File: src/rtl/hazard_ctrl.sv
// Pipeline hazard controller: load-use stalls, taken-branch flushes and multi-cycle EX freeze
// with timeout supervision and a saturating stall-cycle counter.
module hazard_ctrl #(
    parameter int unsigned REG_BITS   = 5,
    parameter int unsigned CNT_W      = 16,
    parameter int unsigned MC_TIMEOUT = 64
) (
    input  logic                clk,
    input  logic                rst_n,
    input  logic [REG_BITS-1:0] id_rs1,
    input  logic [REG_BITS-1:0] id_rs2,
    input  logic                id_use_rs1,
    input  logic                id_use_rs2,
    input  logic [REG_BITS-1:0] ex_rd,
    input  logic                ex_regwr,
    input  logic                ex_memrd,
    input  logic                ex_branch_taken,
    input  logic                mc_issue,
    input  logic                mc_done,
    output logic                stall_pc,
    output logic                stall_ifid,
    output logic                bubble_idex,
    output logic                flush_ifid,
    output logic                hold_ex,
    output logic                mc_timeout_err,
    output logic [CNT_W-1:0]    stall_cnt
);

    localparam int unsigned TW = $clog2(MC_TIMEOUT + 1);

    typedef enum logic [0:0] {StRun, StMcWait} state_e;

    state_e          state_q, state_d;
    logic [TW-1:0]   tmo_q, tmo_d;
    logic            err_q, err_d;
    logic [CNT_W-1:0] cnt_q, cnt_d;

    logic load_use;
    logic stall_pc_raw, stall_ifid_raw, bubble_raw, flush_raw, hold_raw;

    // x0 is never a real dependency, so ex_rd==0 can never trigger a stall.
    always_comb begin
        load_use = ex_memrd && ex_regwr && (ex_rd != '0) &&
                   ((id_use_rs1 && (id_rs1 == ex_rd)) || (id_use_rs2 && (id_rs2 == ex_rd)));
    end

    always_comb begin
        state_d        = state_q;
        tmo_d          = tmo_q;
        err_d          = err_q;
        stall_pc_raw   = 1'b0;
        stall_ifid_raw = 1'b0;
        bubble_raw     = 1'b0;
        flush_raw      = 1'b0;
        hold_raw       = 1'b0;

        unique case (state_q)
            StRun: begin
                if (mc_issue) begin
                    stall_pc_raw   = 1'b1;
                    stall_ifid_raw = 1'b1;
                    hold_raw       = 1'b1;
                    tmo_d          = '0;
                    // A done in the issue cycle is a zero-wait op.
                    if (!mc_done) begin
                        state_d = StMcWait;
                    end
                end else if (ex_branch_taken) begin
                    flush_raw  = 1'b1;
                    bubble_raw = 1'b1;
                end else if (load_use) begin
                    stall_pc_raw   = 1'b1;
                    stall_ifid_raw = 1'b1;
                    bubble_raw     = 1'b1;
                end
            end
            StMcWait: begin
                stall_pc_raw   = 1'b1;
                stall_ifid_raw = 1'b1;
                hold_raw       = 1'b1;
                if (mc_done) begin
                    state_d = StRun;
                    tmo_d   = '0;
                end else if (tmo_q == TW'(MC_TIMEOUT - 1)) begin
                    err_d   = 1'b1;
                    state_d = StRun;
                    tmo_d   = '0;
                end else begin
                    tmo_d = tmo_q + 1'b1;
                end
            end
            default: begin
                state_d = StRun;
            end
        endcase
    end

    // Outputs are held low combinationally while reset is asserted.
    always_comb begin
        stall_pc    = stall_pc_raw & rst_n;
        stall_ifid  = stall_ifid_raw & rst_n;
        bubble_idex = bubble_raw & rst_n;
        flush_ifid  = flush_raw & rst_n;
        hold_ex     = hold_raw & rst_n;
    end

    always_comb begin
        cnt_d = cnt_q;
        if (stall_pc && (cnt_q != {CNT_W{1'b1}})) begin
            cnt_d = cnt_q + 1'b1;
        end
    end

    always_ff @(posedge clk or negedge rst_n) begin
        if (!rst_n) begin
            state_q <= StRun;
            tmo_q   <= '0;
            err_q   <= 1'b0;
            cnt_q   <= '0;
        end else begin
            state_q <= state_d;
            tmo_q   <= tmo_d;
            err_q   <= err_d;
            cnt_q   <= cnt_d;
        end
    end

    assign mc_timeout_err = err_q;
    assign stall_cnt      = cnt_q;

endmodule

File: config.mk
export PLATFORM = sky130hd
export DESIGN_NAME = hazard_ctrl
export DESIGN_NICKNAME = d
export VERILOG_FILES = /design/src/rtl/hazard_ctrl.sv
export SDC_FILE = /design/constraint.sdc
export NUM_CORES = 1
export LEC_CHECK = 0
export CAP_MARGIN = 10
export CELL_PAD_IN_SITES_DETAIL_PLACEMENT = 1
export CELL_PAD_IN_SITES_GLOBAL_PLACEMENT = 1
export CORE_MARGIN = 2
export CORE_UTILIZATION = 35
export CTS_BUF_LIST = sky130_fd_sc_hd__clkbuf_8
export DETAILED_ROUTE_END_ITERATION = 16
export PLACE_DENSITY = 0.86
export SYNTH_ARGS = -nofsm -noshare
export SYNTH_HDL_FRONTEND = slang
export SYNTH_SLANG_ARGS = --single-unit
File: constraint.sdc
create_clock -name clk -period 2.7 [get_ports clk]
set_input_delay 0.27 -clock clk [delete_from_list [all_inputs] [get_ports clk]]
set_output_delay 0.27 -clock clk [all_outputs]
set_load 0.02 [all_outputs]
==> results of run 1 <==
power groups by stage:
stage	Combinational [mW]	Sequential [mW]	Clock, mW
after CTS	0.400	0.512	0.240
after global placement	0.382	0.513	0
after detailed placement	0.398	0.516	0
after floorplan	0.127	0.570	0
after global routing	0.423	0.525	0.259
final	0.394	0.511	0.234
Yosys cell counts, types with 2 or more instances:
master	number	area, um2
nor2_1	7	26.3
o21ai_0	9	45.0
mux2_4	2	30.0
xnor2_1	11	96.3
nor3_1	9	45.0
xor2_1	14	123
nor4_1	2	12.5
nor4b_1	2	17.5
or4_1	2	15.0
clkbuf_1	2	7.51
nand3_1	9	45.0
ha_1	2	25.0
dfrtp_1	25	626
nor2b_1	5	31.3
nand4_1	4	25.0
nand2_1	12	45.0
and3_1	3	18.8
nand2b_1	2	12.5
routing by layer:
layer | vias up | part of all wire, % | GRT usage, %
met3 | 5 | 2.9 | 2.67
li1 | 595 | - | -
met5 | - | 0 | 0
met4 | 0 | 1.4 | 4.85
met2 | 23 | 53 | 36.5
met1 | 613 | 43 | 25.2
area by class of cell:
class | count | area, um2
multi-input cells | 110 | 744
clock inverters | 1 | 7.51
repair buffers | 51 | 497
well taps | 48 | 60.1
clock buffers | 3 | 41.3
flip-flops and latches | 25 | 626
inverters | 1 | 3.75
fillers | 424 | 1760
flip-flops by register name (all words and copies together) (netlist names):
register        cells
tmo_q               7
stall_cnt          16
mc_timeout_err      1
state_q             1
worst max-delay path, stage by stage:
cell and delay [ns]:
clkdlybuf4s50_1 0.50, or4_1 0.56, o211ai_2 0.19, nor2b_1 0.07
o211a_1 0.21, clkdlybuf4s50_1 0.54
metrics by stage:
stage               worst slack (ns)  cell area [um2]  hold WS [ns]
floorplan                      0.684             1400       -0.0256
global placement               0.109             1930         0.441
detailed placement            0.0233             1930         0.447
CTS                           0.0107             1980         0.397
global route                  0.0231             1980         0.445
finish                        0.0876             1980         0.399
logic make-up after synthesis:
family | count (synthesis) | share of synthesized area, %
buffers and inverters | 5 | 2.14
flip-flops | 25 | 44.7
XOR/XNOR | 25 | 15.6
AND/OR/NAND/NOR | 64 | 25.2
multiplexers | 2 | 2.14
AO/OA/AOI/OAI | 17 | 8.40
adder cells (fa/ha/maj) | 2 | 1.79
worst paths after layout:
kind                       slack, ns             end
max                             0.09     bubble_idex
min                             0.40    stall_cnt[3]
max reg2reg                     0.69   stall_cnt[10]
min reg2reg                     0.46  mc_timeout_err
max in group asynchronous       2.01    stall_cnt[7]
min in group clk                0.46  mc_timeout_err
what timing repair did:
item | 4_1_cts | 5_1_grt
gates resized for setup | 1 | 1
hold buffers | 0 | 0
endpoints found under the setup margin | 1 | 1
pin swaps | 0 | 0
==> impl_metrics.env, run 1 <==
export IMPL_via_count=1236
export IMPL_grt_max_degree=20
export IMPL_grt_overflow_total=0
export IMPL_p_clk_share_pct=20.6
export IMPL_ir_drop_mv=0.546
export IMPL_core_um2=3740
export IMPL_clkLatencyLatePin_ns=0.28
export IMPL_gp_congestion=0.755
export IMPL_skew_ns=0.00802
export IMPL_area_growth_pct=41.4
export IMPL_status="finished, final reports clean"
export IMPL_r2r_start="stall_cnt[0]"
export IMPL_finalMaxSlewViolations=0
export IMPL_drt_initial_drc_count=64
export IMPL_post_cts_buffers=0
export IMPL_rows=22
export IMPL_rsz0062_at_grt="false"
export IMPL_dp_hpwl_mm=3.14
export IMPL_fin_crit_sh_pct=96.8
export IMPL_ys_seq_elements=25
export IMPL_n_antenna_cell=0
export IMPL_startpoint_type="primary input"
export IMPL_final_hold_violation_count=0
export IMPL_fin_util_pct=52.9
export IMPL_nets=218
export IMPL_power_frac_comb_pct=34.6
export IMPL_synth_nets=166
export IMPL_root_buffer="clkbuf_8"
export IMPL_ios=46
export IMPL_numCtsBuffers=3
export IMPL_wire_per_inst_um=16.5
export IMPL_first_global_vias=1373
export IMPL_end_kind="primary output"
export IMPL_finalSetupViolations=0
export IMPL_crit_fanout=3
export IMPL_hold_class="in2async"
export IMPL_synthesis_instances=140
export IMPL_cp_startpoint="ex_rd[2]"
export IMPL_dp_cells=235
export IMPL_worst_setup_path_type="in2out"
export IMPL_yosysWarnings=0
export IMPL_fin_crit_ns=2.61
export IMPL_ys_seq_area_share_pct=44.7
export IMPL_switchingPower_mw=0.395
export IMPL_drtPass1Iterations=4
export IMPL_drv_cap=0
export IMPL_cellLeakagePower_nw=0.851
export IMPL_rr_worst_depth=7
export IMPL_die_area_um2=4520
export IMPL_die_y_um=67.2
export IMPL_syn_avg_cell_area_um2=10.0
export IMPL_vias_per_cell=5.17
export IMPL_swShare_pct=34.7
export IMPL_drive_gt1_share_pct=8.90
export IMPL_timing_fmax_ghz=0.383
export IMPL_total_power_mw=1.14
export IMPL_grt_pass1_wl_mm=6.78
export IMPL_drt_wl_total_mm=3.94
export IMPL_die_x_um=67.2
export IMPL_worst_slew_pin_slew_ns=0.450
export IMPL_tritoncts="built"
export IMPL_cts_buffer_depth=2
export IMPL_ys_flop_type="dfrtp_1"
export IMPL_seq_power_share_pct=44.8
export IMPL_antenna_found_initial=0
export IMPL_arrival_ns=2.34
export IMPL_ant_nets=0
export IMPL_stdcell_count=239
export IMPL_final_cell_mix="clkdlybuf4s50_1 (43), dfrtp_1 (25), xor2_1 (14)"
export IMPL_grt_use_total_pct=20.1
export IMPL_route_detailed_drc=0
export IMPL_synthArstFlopShare_pct=100
export IMPL_cp_required_ns=2.43
export IMPL_clk_pin_slew_ns=0.10
export IMPL_io_buffers=45
export IMPL_cts_max_level=1
export IMPL_p_int_mw=0.744
export IMPL_start_util_pct=37.4
export IMPL_setup_tns_ns=0
export IMPL_clock_sinks=25
export IMPL_netlist_area_um2=1400
export IMPL_slew_headroom_pct=69.9
export IMPL_final_common_cell="clkdlybuf4s50_1"
export IMPL_synth_cell_types=36
export IMPL_synth_edf_count=0
export IMPL_powerDensity_nw_per_um2=576
(Power assumes the default switching activity.)
==> run 2, diff against run 1 <==
--- a/config.mk
+++ b/config.mk
@@ -11,6 +11,7 @@
 export CORE_MARGIN = 2
 export CORE_UTILIZATION = 35
 export CTS_BUF_LIST = sky130_fd_sc_hd__clkbuf_8
+export CTS_CLUSTER_SIZE = 30
 export DETAILED_ROUTE_END_ITERATION = 16
 export PLACE_DENSITY = 0.86
 export SYNTH_ARGS = -nofsm -noshare
==> results of run 2 <==
Final layout, timing and power as in run 1 (identical DEF).
